==> src/rtl/mul_seq_pkg.sv <==
// Shared definitions for the sequential shift-add multiplier.
package mul_seq_pkg;

  // Default operand width; hi and lo are each this wide.
  localparam int unsigned MUL_WIDTH = 32;

  // Multiplier control states, 2-bit encoding.
  typedef enum logic [1:0] {
    IDLE = 2'b00,
    CALC = 2'b01,
    NEG  = 2'b10,
    DONE = 2'b11
  } state_e;

endpackage : mul_seq_pkg

==> src/rtl/mul_seq_add_w.sv <==
// WIDTH-bit adder with carry-out, used for the shift-add accumulate step.
module add_w
  import mul_seq_pkg::*;
#(
  parameter int unsigned WIDTH = MUL_WIDTH
) (
  input  logic [WIDTH-1:0] a_i,
  input  logic [WIDTH-1:0] b_i,
  output logic [WIDTH-1:0] sum_o,
  output logic             cout_o
);

  // Full-width add; the extra top bit is the carry-out.
  always_comb begin
    {cout_o, sum_o} = {1'b0, a_i} + {1'b0, b_i};
  end

endmodule : add_w

==> src/rtl/mul_seq.sv <==
// Sequential multiplier: one shift-add iteration per clock over WIDTH
// cycles, with an optional two's-complement fix-up cycle for signed
// operands whose product is negative.
module mul_seq
  import mul_seq_pkg::*;
#(
  parameter int unsigned WIDTH = MUL_WIDTH
) (
  input  logic             clk,
  input  logic             rst_n,
  input  logic             start,
  input  logic             op_signed,
  input  logic [WIDTH-1:0] a,
  input  logic [WIDTH-1:0] b,
  input  logic             abort,
  output logic             ready,
  output logic             busy,
  output logic             done,
  output logic [WIDTH-1:0] hi,
  output logic [WIDTH-1:0] lo
);

  localparam int unsigned ACC_W = 2 * WIDTH;
  localparam int unsigned CNT_W = (WIDTH > 1) ? $clog2(WIDTH) : 1;

  state_e             state_q, state_d;
  logic [WIDTH-1:0]   mcand_q, mcand_d;
  logic [WIDTH-1:0]   mplier_q, mplier_d;
  logic               sign_q, sign_d;
  logic [ACC_W-1:0]   acc_q, acc_d;
  logic [CNT_W-1:0]   cnt_q, cnt_d;
  logic [WIDTH-1:0]   hi_q, hi_d;
  logic [WIDTH-1:0]   lo_q, lo_d;

  logic [WIDTH-1:0]   a_mag, b_mag;
  logic [WIDTH-1:0]   addend;
  logic [WIDTH-1:0]   sum;
  logic               cout;

  // Operand magnitudes for signed mode; the most negative value maps to
  // 2^(WIDTH-1) as an unsigned magnitude, which is exactly what we need.
  always_comb begin
    a_mag = (op_signed && a[WIDTH-1]) ? (~a + WIDTH'(1)) : a;
    b_mag = (op_signed && b[WIDTH-1]) ? (~b + WIDTH'(1)) : b;
  end

  // Multiplicand is added only when the current multiplier LSB is set.
  always_comb begin
    addend = mplier_q[0] ? mcand_q : '0;
  end

  add_w #(
    .WIDTH (WIDTH)
  ) u_add (
    .a_i    (acc_q[ACC_W-1:WIDTH]),
    .b_i    (addend),
    .sum_o  (sum),
    .cout_o (cout)
  );

  // Next-state logic for control and datapath registers.
  always_comb begin
    state_d  = state_q;
    mcand_d  = mcand_q;
    mplier_d = mplier_q;
    sign_d   = sign_q;
    acc_d    = acc_q;
    cnt_d    = cnt_q;
    hi_d     = hi_q;
    lo_d     = lo_q;

    unique case (state_q)
      IDLE, DONE: begin
        if (abort) begin
          state_d = IDLE;
        end else if (start) begin
          state_d  = CALC;
          mcand_d  = a_mag;
          mplier_d = b_mag;
          sign_d   = op_signed & (a[WIDTH-1] ^ b[WIDTH-1]);
          acc_d    = '0;
          cnt_d    = CNT_W'(WIDTH - 1);
        end else begin
          state_d = IDLE;
        end
      end

      CALC: begin
        if (abort) begin
          state_d = IDLE;
        end else begin
          // The adder carry-out lands in the top bit after the right shift.
          acc_d    = {cout, sum, acc_q[WIDTH-1:1]};
          mplier_d = mplier_q >> 1;
          if (cnt_q == '0) begin
            state_d = sign_q ? NEG : DONE;
          end else begin
            cnt_d = cnt_q - CNT_W'(1);
          end
        end
      end

      NEG: begin
        if (abort) begin
          state_d = IDLE;
        end else begin
          acc_d   = ~acc_q + ACC_W'(1);
          state_d = DONE;
        end
      end

      default: begin
        state_d = IDLE;
      end
    endcase

    // Results are published only on entry to DONE, from the value the
    // accumulator takes on that same edge.
    if (state_d == DONE) begin
      hi_d = acc_d[ACC_W-1:WIDTH];
      lo_d = acc_d[WIDTH-1:0];
    end
  end

  // State and datapath registers with asynchronous active-low reset.
  always_ff @(posedge clk or negedge rst_n) begin
    if (!rst_n) begin
      state_q  <= IDLE;
      mcand_q  <= '0;
      mplier_q <= '0;
      sign_q   <= 1'b0;
      acc_q    <= '0;
      cnt_q    <= '0;
      hi_q     <= '0;
      lo_q     <= '0;
    end else begin
      state_q  <= state_d;
      mcand_q  <= mcand_d;
      mplier_q <= mplier_d;
      sign_q   <= sign_d;
      acc_q    <= acc_d;
      cnt_q    <= cnt_d;
      hi_q     <= hi_d;
      lo_q     <= lo_d;
    end
  end

  // Status outputs decoded directly from the current state.
  always_comb begin
    ready = (state_q == IDLE) || (state_q == DONE);
    busy  = (state_q == CALC) || (state_q == NEG);
    done  = (state_q == DONE);
    hi    = hi_q;
    lo    = lo_q;
  end

endmodule : mul_seq

==> config.mk <==
export PLATFORM = sky130hd
export DESIGN_NAME = mul_seq
export DESIGN_NICKNAME = d
export VERILOG_FILES = /design/src/rtl/mul_seq_pkg.sv /design/src/rtl/mul_seq_add_w.sv /design/src/rtl/mul_seq.sv
export SDC_FILE = /design/constraint.sdc
export NUM_CORES = 1
export LEC_CHECK = 0
export CORE_MARGIN = 3
export CORE_UTILIZATION = 60
export CTS_CLUSTER_DIAMETER = 40
export DETAILED_ROUTE_END_ITERATION = 6
export DONT_BUFFER_PORTS = 1
export PLACE_DENSITY = 0.76
export SYNTH_ARGS = -nofsm -noshare
export SYNTH_HDL_FRONTEND = slang
export SYNTH_SLANG_ARGS = --single-unit
==> constraint.sdc <==
create_clock -name clk -period 8.4 [get_ports clk]
set_input_delay 1.26 -clock clk [delete_from_list [all_inputs] [get_ports clk]]
set_output_delay 1.26 -clock clk [all_outputs]
set_load 0.02 [all_outputs]
==> reports/qor.csv, run 1 <==
stage,metric,value,unit
clock_tree,numClockSinks,200,
global_routing,antenna_found_initial,0,
timing,worst_pin_slew,1.18,ns
clock_tree,hold_buffers,0,
global_routing,grt_usage,32.5,%
pwr,pwr_density_cell,281,mW/mm²
placement,place_area,0.0136,mm²
logic_synthesis,async_flop_share,100,%
logic_synthesis,synth_area_per_cell,8.16,µm²
timing,clock.fmax,0.255,GHz
logic_synthesis,synth_cells,1669,
critical_path,criticalPathCategory,flip-flop to flip-flop,
floorplanning,ios,136,
pwr,leakage,6.17,nW
floorplanning,fp-row-count,54,
route,dr.pass1.iters,7,
timing,period_share,46.6,%
run,maxCapViolCount,0,
route,wire_per_inst,20.9,µm
critical_path,rr_worst_depth,11,
route,drt_iter0_drc,1317,
timing,setup_tns,0,ns
final_layout,fin_area,0.0142,mm²
final_layout,layout-drive-gt1-share,6.90,%
final_layout,fillers,1885,
critical_path,worstSetupStartpointType,flip-flop,
timing,hold_viol,0,
floorplanning,initial_core_util,61.6,%
floorplanning,dieHeight,157,µm
clock_tree,cts_buffers,17,
critical_path,crit_start,mplier_q[0],
critical_path,crit_path_max_fanout,33,
critical_path,rrSetupSlack,4.49,ns
placement,detailed_place_hpwl,28100,µm
timing,rsz0062_at_grt,no,
timing,worst_slew_margin_rel,21.4,%
floorplanning,core,0.0221,mm²
timing,period_minus_slack,3.91,ns
logic_synthesis,ys_seq_area_share,36.7,%
logic_synthesis,synthTopCellsByArea,"dfrtp_1 37%, nand2_1 6.4%, a21oi_1 6.2%",
clock_tree,cts_root_buf,clkbuf_16,
placement,portBuffers,0,
final_layout,multiInputGateArea,0.00805,mm²
logic_synthesis,synth_top_area_share,36.7,%
timing,slew_viol_final,0,
logic_synthesis,synthTopCellsByCount,"234 x nand2_1, 200 x dfrtp_1, 168 x a21oi_1",
logic_synthesis,synth_edf_count,0,
timing,setup_viol,0,
timing,holdWs,0.471,ns
global_routing,met1_usage,44.7,%
clock_tree,clk_path_buf_depth,2,
pwr,ir_worst_vdd,0.138,mV
logic_synthesis,netlist-cell-type-count,82,
min_path,hold_end,mcand_q[31],
logic_synthesis,syn-cell-area,0.0136,mm²
min_path,min_from,mcand_q[31],
route,via_per_inst,6.70,
final_layout,regArea,0.00500,mm²
route,ant_nets,0,
critical_path,reg2reg_from,mplier_q[0],
global_routing,grt_pass1_vias,12017,
min_path,worstHoldPathCells,2,
clock_tree,clkTransAtPathRegs,0.08,ns
logic_synthesis,yosysWarningCount,0,
clock_tree,cts_tree,done,
global_routing,busiest_layer,met2,
global_routing,grt_max_degree,201,
global_routing,grt_overflow,0,
critical_path,critPathRequiredTime,8.74,ns
global_routing,use_met2,49.4,%
placement,place_inst,1857,
critical_path,end_kind,flip-flop,
route,drc_errors,2,
clock_tree,clk_latency,0.45,ns
global_routing,grt_use_met3,7.22,%
final_layout,area_growth,4.46,%
final_layout,fin_cells,1890,
run_status,violations,DRC,
logic_synthesis,ys_ff_latch,200,
clock_tree,cts-htree-levels,4,
route,wl,39600,µm
route,via_count,12666,
global_routing,grt_pass1_wl,63900,µm
clock_tree,post_cts_buffers,0,
logic_synthesis,synthFlopType,dfrtp_1,
critical_path,reg2reg_to,hi[31],
floorplanning,die_area,0.0245,mm²
timing,fin_skew,0.0160,ns
clock_tree,cts-resized-gates,0,
logic_synthesis,yosys.area.top_type,dfrtp_1,
critical_path,crit_arrival,4.25,ns
run_status,status,finished with violations,
placement,place_congestion,0.948,
final_layout,layout.nets,1705,
min_path,hp-class,flip-flop to flip-flop,
logic_synthesis,synth_nets,1778,
floorplanning,die_w,157,µm
logic_synthesis,synth_most_common_cell,nand2_1,
how the worst max path moves through the flow:
stage                    to  cells after the start
2_1_floorplan  mplier_q[29]                      8
3_3_place_gp         hi[11]                      8
3_5_place_dp         hi[13]                      8
4_1_cts              hi[31]                     11
5_1_grt              hi[19]                     11
6_report             hi[31]                     11
per-stage QoR:
stage / total power, mW / utilization, % / worst slack [ns]
4_1_cts: 3.95 / 64.4 / 4.59
3_3_place_gp: 3.10 / 61.7 / 4.31
2_1_floorplan: 2.65 / - / 5.09
6_report: 4.00 / 64.4 / 4.49
3_5_place_dp: 3.14 / 61.7 / 4.19
5_1_grt: 4.26 / 64.4 / 4.15
cell usage in the layout (no fill, tap or decap), types with 9 or more instances in the layout:
cell type,instances
a211oi_1,13
a21o_1,17
a21oi_1,168
a221oi_1,10
a22oi_1,11
a31oi_1,27
a41oi_1,10
and2_1,43
buf_4,12
clkbuf_16,17
dfrtp_1,200
ha_1,38
inv_1,37
mux2_2,41
mux2i_1,17
nand2_1,232
nand3_1,39
nand4_1,14
nor2_1,130
nor3_1,56
nor4_1,25
o211ai_1,16
o21a_1,10
o21ai_0,153
o22ai_1,10
o31ai_1,17
or3_1,13
or4_1,9
xnor2_1,53
xor2_1,30
final cells by class:
cell class	count	area share [%]
clock buffer	18	3.02
sequential	200	35.2
clock inverter	14	1.12
multi-input combinational	1327	56.6
antenna	1	0.0176
timing repair buffer	12	0.633
inverter	38	1.00
tap	280	2.46
report_power, final:
| group | switching (mW) | internal [mW] | leakage (nW) |
|---|---|---|---|
| clock | 0.426 | 0.400 | 0.286 |
| combinational | 1.18 | 0.586 | 3.23 |
| sequential | 0.236 | 1.17 | 2.65 |
metal layers:
| layer | wire [µm] | vias to the layer above | part of all wire (%) |
|---|---|---|---|
| li1 | - | 5912 | - |
| met1 | 16600 | 5957 | 42 |
| met2 | 17400 | 674 | 44 |
| met3 | 3830 | 123 | 9.7 |
| met4 | 1790 | 0 | 4.5 |
| met5 | 0 | - | 0 |
worst max-delay path, stage by stage, from the launching register on:
cell and delay [ns]:
dfrtp_1 0.64, and2_1 0.28, ha_1 0.22, fa_1 0.42, a21o_1 0.20, a221oi_1 0.65, o211ai_1 0.22, nand2_1 0.16
o311a_1 0.26, o31a_1 0.33, o211ai_2 0.14, mux2_4 0.27
cell families (layout without fill, tap and decap cells):
kind of cell,Yosys count,in the layout,synth area share (%)
mux,59,59,4.75
compound gates,528,528,23.6
flops,200,200,36.7
xor+xnor,83,83,5.34
buf+inv,142,82,4.30
simple gates,617,617,21.5
other cells,0,1,0
fa+ha+maj,40,40,3.73
flip-flops by register name, indices dropped and copies added, names as in the netlist:
signal and flops:
hi 32, cnt_q 5, state_q 2, mplier_q 32, mcand_q 32, sign_q 1, lo 32, acc_q 64
(Power assumes the default switching activity.)
==> inputs of run 2 (changes only) <==
==> constraint.sdc (replaced) <==
create_clock -name clk -period 3.9 [get_ports clk]
set_input_delay 0.585 -clock clk [delete_from_list [all_inputs] [get_ports clk]]
set_output_delay 0.585 -clock clk [all_outputs]
set_load 0.02 [all_outputs]
==> run 2 against run 1 <==
Net effect:
- worst setup slack got worse by 4.0 ns
- via count barely moved
- sequential power grew 110%
- count of clock-buffer cells in the layout down 1
- highest routed layer unchanged
- the flow finishes with violations (hold timing)
- sequential share of layout area down 0.49 points
==> reports/qor.csv, run 2 (synthesis gave the netlist of run 1 again) <==
stage,metric,value,unit,change
critical_path,crit_arrival,3.77,ns,was 4.25 ns
critical_path,crit_chain,and2_1 -> ha_1 -> fa_1 -> a21o_1 -> a221oi_1 -> buf_4 -> o211ai_1 -> nand2_1 -> o311a_1 -> o31a_1 -> o211ai_2 -> mux2_4,,was and2_1 -> ha_1 -> fa_1 -> a21o_1 -> a221oi_1 -> o211ai_1 -> nand2_1 -> o311a_1 -> o31a_1 -> o211ai_2 -> mux2_4
critical_path,worst_path_largest_cell_delay,0.53,ns,was 0.65 ns
global_routing,grt_pass1_vias,11926,,"was 12,017"
clock_tree,numClockSinks,200,,unchanged
timing,worst_pin_slew,0.973,ns,was 1.18 ns
critical_path,reg2reg_from,mplier_q[0],,unchanged
final_layout,layout_common_cells,"232 x nand2_1, 200 x dfrtp_1, 168 x a21oi_1",,unchanged
min_path,hp-class,input pin to asynchronous set/reset pin,,was flip-flop to flip-flop
timing,period_minus_slack,3.42,ns,was 3.91 ns
route,via_count,12670,,"was 12,666"
floorplanning,die_area,0.0245,mm²,unchanged
placement,place_inst,1880,,"was 1,857"
route,drc_errors,0,,was 2
clock_tree,cts_buffers,17,,unchanged
timing,clock.fmax,0.292,GHz,was 0.255 GHz
run_status,status,finished with violations,,unchanged
timing,worst_slew_margin_rel,35.1,%,was 21.4%
global_routing,grt_overflow,0,,unchanged
floorplanning,initial_core_util,61.6,%,unchanged
critical_path,path_buf_inv,1,,was 0
clock_tree,clkTransAtPathRegs,0.08,ns,about the same
critical_path,slowest_stage,dfrtp_1,,was a221oi_1
clock_tree,cts_tree,done,,unchanged
critical_path,crit_start,mplier_q[0],,unchanged
critical_path,reg2reg_to,hi[31],,unchanged
final_layout,diodes,0,,was 1
timing,fin_skew,0.0166,ns,was 0.0160 ns
run,maxCapViolCount,0,,unchanged
critical_path,criticalPathCategory,flip-flop to flip-flop,,unchanged
pwr,leakage,6.30,nW,was 6.17 nW
timing,finalWorstSetupSlack,0.480,ns,was 4.49 ns
critical_path,rrSetupSlack,0.48,ns,was 4.49 ns
run_status,violations,hold timing,,was DRC
pwr,ir_worst_vdd,0.314,mV,was 0.138 mV
critical_path,end_kind,flip-flop,,unchanged
pwr,pwr_density_cell,612,mW/mm²,was 281 mW/mm²
clock_tree,cts-htree-levels,4,,unchanged
placement,portBuffers,0,,unchanged
final_layout,fin_cells,1912,,"was 1,890"
timing,hold_viol,200,,was 0
timing,holdWs,-0.181,ns,was 0.471 ns
final_layout,top_register,acc_q,,unchanged
route,ant_nets,0,,unchanged
timing,rsz0062_at_grt,no,,unchanged
critical_path,rr_worst_depth,12,,was 11
critical_path,worstSetupStartpointType,flip-flop,,unchanged
critical_path,crit_path_max_fanout,16,,was 33
floorplanning,core,0.0221,mm²,unchanged
critical_path,crit_family,compound AO/OA/AOI/OAI gates,,unchanged
placement,place_ws,0.538,ns,was 4.19 ns
final_layout,layout-drive-gt1-share,8.27,%,was 6.90%
global_routing,grt_pass1_wl,64500,µm,"was 63,900 µm"
timing,setup_tns,0,ns,unchanged
final_layout,area_growth,5.94,%,was 4.46%
final_layout,largest_reg_flops,64,,unchanged
route,wl,40200,µm,"was 39,600 µm"
route,drt_iter0_drc,1481,,"was 1,317"
final_layout,layout_commonest_cell,nand2_1,,unchanged
timing,slew_viol_final,0,,unchanged
clock_tree,clk_path_buf_depth,2,,unchanged
clock_tree,cts_root_buf,clkbuf_16,,unchanged
global_routing,antenna_found_initial,0,,unchanged
final_layout,fillers,1922,,"was 1,885"
final_layout,regArea,0.00500,mm²,unchanged
clock_tree,clk_latency,0.46,ns,was 0.45 ns
timing,period_share,87.7,%,was 46.6%
floorplanning,ios,136,,unchanged
floorplanning,fp-row-count,54,,unchanged
route,wire_per_inst,21.0,µm,was 20.9 µm
floorplanning,die_w,157,µm,unchanged
placement,place_congestion,0.950,,was 0.948
final_layout,layout.nets,1728,,"was 1,705"
route,via_per_inst,6.63,,was 6.70
placement,detailed_place_hpwl,28700,µm,"was 28,100 µm"
timing,setup_viol,0,,unchanged
final_layout,multiInputGateArea,0.00805,mm²,unchanged
global_routing,grt_usage,32.9,%,was 32.5%
route,dr.pass1.iters,5,,was 7
floorplanning,dieHeight,157,µm,unchanged
global_routing,grt_max_degree,201,,unchanged
critical_path,critPathRequiredTime,4.25,ns,was 8.74 ns
run 2: worst max-delay path by stage:
stage                  end  slack, ns  cells past startpoint
floorplan           hi[19]       0.78                     12
global placement    hi[31]       0.58                     12
detailed placement  hi[31]       0.54                     12
CTS                 hi[31]       0.52                     12
global route        hi[19]       0.23                     12
finish              hi[31]       0.48                     12
run 2: where the power goes:
part,total [mW],switching (mW),internal (mW)
logic,3.93,2.60,1.33
clock network,1.88,0.945,0.934
registers,3.02,0.492,2.53
total,8.83,4.03,4.80
run 2: repair_timing:
item                      CTS  global route
hold endpoints to repair  200           200
buffers inserted            0             0
gates resized for setup     0             0
run 2: layer usage:
layer / vias to the layer above / wire (µm) / share of wire, % / global-route usage [%]
met1: 5945 / 16900 / 42 / 46.4
met2: 664 / 17700 / 44 / 50.4
li1: 5955 / - / - / -
met3: 106 / 3900 / 9.7 / 5.84
met4: 0 / 1750 / 4.4 / 13.3
met5: - / 0 / 0 / 0
run 2: metrics by stage:
stage               util (%)  instance area, µm²  total power, mW
floorplan                  -               13600             5.71
global placement        62.5               13800             6.77
detailed placement      62.5               13800             6.86
CTS                     65.3               14400             8.73
global route            65.3               14400             9.37
finish                  65.3               14400             8.83
run 2: area by class of cell:
type                            instances  area share [%]
Clock inverter                         15            1.35
Clock buffer                           17            2.95
Inverter                               38           0.988
Multi-Input combinational cell       1327            55.8
Timing Repair Buffer                   35            1.82
Sequential cell                       200            34.7
Tap cell                              280            2.43
run 2: worst register-to-register path, cell delays in order (launching register included):
cell	delay, ns
dfrtp_1	0.53
and2_1	0.22
ha_1	0.22
fa_1	0.41
a21o_1	0.19
a221oi_1	0.31
buf_4	0.20
o211ai_1	0.10
nand2_1	0.15
o311a_1	0.26
o31a_1	0.31
o211ai_2	0.14
mux2_4	0.27
==> inputs of run 3 (changes only) <==
--- a/config.mk
+++ b/config.mk
@@ -5,12 +5,12 @@
 export SDC_FILE = /design/constraint.sdc
 export NUM_CORES = 1
 export LEC_CHECK = 0
+export CAP_MARGIN = 20
 export CORE_MARGIN = 3
-export CORE_UTILIZATION = 60
+export CORE_UTILIZATION = 50
 export CTS_CLUSTER_DIAMETER = 40
 export DETAILED_ROUTE_END_ITERATION = 6
 export DONT_BUFFER_PORTS = 1
-export PLACE_DENSITY = 0.76
 export SYNTH_ARGS = -nofsm -noshare
 export SYNTH_HDL_FRONTEND = slang
 export SYNTH_SLANG_ARGS = --single-unit
==> run 3 against run 2 <==
Net effect:
- the run still ends with hold timing left
- fmax rose by 0.86%
- die area rose by 19%
- critical path depth fell by 5
- utilization fell by 10 points
- worst setup slack improved by 0.029 ns
==> reports/qor.csv, run 3 (synthesis gave the netlist of run 1 again) <==
stage,metric,value,unit,change
final_layout,largest_reg_flops,64,,unchanged
min_path,hp-class,input pin to asynchronous set/reset pin,,unchanged
pwr,power,8.82,mW,was 8.83 mW
clock_tree,cts-htree-levels,4,,unchanged
global_routing,antenna_found_initial,0,,unchanged
critical_path,reg2reg_from,acc_q[42],,was mplier_q[0]
route,ant_nets,0,,unchanged
route,via_per_inst,6.35,,was 6.63
critical_path,crit_start,acc_q[42],,was mplier_q[0]
pwr,leakage,6.31,nW,was 6.30 nW
pwr,pwr_density_cell,607,mW/mm²,was 612 mW/mm²
clock_tree,clk_path_buf_depth,2,,unchanged
timing,worst_pin_slew,0.899,ns,was 0.973 ns
timing,holdWs,-0.185,ns,was -0.181 ns
run_status,status,finished with violations,,unchanged
timing,setup_viol,0,,unchanged
critical_path,worstSetupStartpointType,flip-flop,,unchanged
timing,fin_skew,0.0156,ns,was 0.0166 ns
critical_path,reg2reg_to,hi[24],,was hi[31]
floorplanning,dieHeight,171,µm,was 157 µm
global_routing,grt_usage,29.2,%,was 32.9%
floorplanning,initial_core_util,51.5,%,was 61.6%
timing,clock.fmax,0.295,GHz,was 0.292 GHz
placement,place_congestion,0.904,,was 0.950
placement,place_area,0.0140,mm²,was 0.0138 mm²
clock_tree,cts_root_buf,clkbuf_16,,unchanged
final_layout,area_growth,6.62,%,was 5.94%
critical_path,cp-endpoint,hi[24],,was hi[31]
pwr,ir_worst_vdd,0.316,mV,was 0.314 mV
timing,hold_viol,200,,unchanged
final_layout,diodes,0,,unchanged
clock_tree,cts_buffers,17,,unchanged
clock_tree,cts_tree,done,,unchanged
critical_path,crit_arrival,3.73,ns,was 3.77 ns
route,wire_per_inst,21.5,µm,was 21.0 µm
critical_path,end_kind,flip-flop,,unchanged
final_layout,layout-drive-gt1-share,8.53,%,was 8.27%
run_status,violations,hold timing,,unchanged
clock_tree,post_cts_buffers,0,,unchanged
final_layout,layout_commonest_cell,nand2_1,,unchanged
timing,period_share,86.9,%,was 87.7%
route,drt_iter0_drc,1341,,"was 1,481"
timing,setup_tns,0,ns,unchanged
placement,detailed_place_hpwl,30700,µm,"was 28,700 µm"
final_layout,top_register,acc_q,,unchanged
clock_tree,clkTransAtPathRegs,0.08,ns,about the same
clock_tree,numClockSinks,200,,unchanged
global_routing,grt_pass1_wl,66900,µm,"was 64,500 µm"
timing,period_minus_slack,3.39,ns,was 3.42 ns
floorplanning,ios,136,,unchanged
route,dr.pass1.iters,6,,was 5
critical_path,rr_worst_depth,7,,was 12
run,maxCapViolCount,0,,unchanged
clock_tree,clk_latency,0.46,ns,about the same
floorplanning,die_w,171,µm,was 157 µm
placement,portBuffers,0,,unchanged
global_routing,grt_max_degree,201,,unchanged
floorplanning,fp-row-count,59,,was 54
global_routing,grt_pass1_vias,11754,,"was 11,926"
timing,slew_viol_final,0,,unchanged
timing,rsz0062_at_grt,no,,unchanged
final_layout,layout.nets,1737,,"was 1,728"
final_layout,fin_cells,1976,,"was 1,912"
global_routing,grt_overflow,0,,unchanged
route,via_count,12543,,"was 12,670"
critical_path,crit_path_max_fanout,6,,was 16
final_layout,fin_area,0.0145,mm²,was 0.0144 mm²
route,wl,42500,µm,"was 40,200 µm"
critical_path,critPathRequiredTime,4.24,ns,was 4.25 ns
critical_path,rrSetupSlack,0.51,ns,was 0.48 ns
placement,place_inst,1944,,"was 1,880"
final_layout,utilization,55.0,%,was 65.3%
timing,worst_slew_margin_rel,40.0,%,was 35.1%
floorplanning,die_area,0.0293,mm²,was 0.0245 mm²
critical_path,criticalPathCategory,flip-flop to flip-flop,,unchanged
floorplanning,core,0.0264,mm²,was 0.0221 mm²
final_layout,layout_common_cells,"232 x nand2_1, 200 x dfrtp_1, 168 x a21oi_1",,unchanged
route,drc_errors,0,,unchanged
run 3: cell types whose count changed in the layout (fill, tap and decap cells not counted), sizes merged:
cell,change
buf,+9
clkinv,-4
clkinvlp,+3
clkbuf,+4
inv,-3
run 3: per-layer routing:
metal	global-route usage [%]	vias to the layer above	share of wire, %
met5	0	-	0
met4	9.80	0	3.3
met3	5.27	82	8.2
met2	45.1	554	44
met1	41.5	5936	44
li1	-	5971	-
run 3: critical path, stage by stage, from the launching register on:
cell	delay (ns)
dfrtp_1	0.47
or4_1	0.64
nor4_1	0.49
nand3b_1	0.39
or3_2	0.59
a22oi_1	0.21
o21ai_0	0.18
mux2_2	0.29
run 3: final cells by class:
class	count	area, µm²
fillers	2545	11900
repair buffers	44	355
clock inverters	11	111
clock buffers	21	440
flip-flops and latches	200	5000
inverters	38	143
well taps	335	419
multi-input cells	1327	8050
run 3: worst min path at each step:
stage	from	to	slack (ns)	depth (start not counted)
after detailed placement	rst_n	hi[1]	0.30	0
final	rst_n	acc_q[42]	-0.19	0
after global placement	rst_n	hi[5]	0.29	0
after CTS	rst_n	hi[10]	-0.19	0
after floorplan	rst_n	acc_q[0]	0.29	0
after global routing	rst_n	acc_q[43]	-0.20	0
run 3: through the flow:
step                      setup WS (ns)  hold WS [ns]
after CTS                         0.596        -0.190
final                             0.509        -0.185
after detailed placement          0.613         0.295
after global routing              0.271        -0.204
after floorplan                   0.781         0.289
after global placement            0.677         0.294
run 3: what timing repair did:
action	in CTS	in global routing
endpoints found under the setup margin	0	0
hold endpoints to repair	200	200
resized for setup	0	0
run 3: power by group:
| part | internal, mW | leakage [nW] | total [mW] | switching, mW |
|---|---|---|---|---|
| Combinational | 1.38 | 3.39 | 4.02 | 2.65 |
| Clock | 0.894 | 0.257 | 1.77 | 0.873 |
| Sequential | 2.53 | 2.65 | 3.03 | 0.501 |
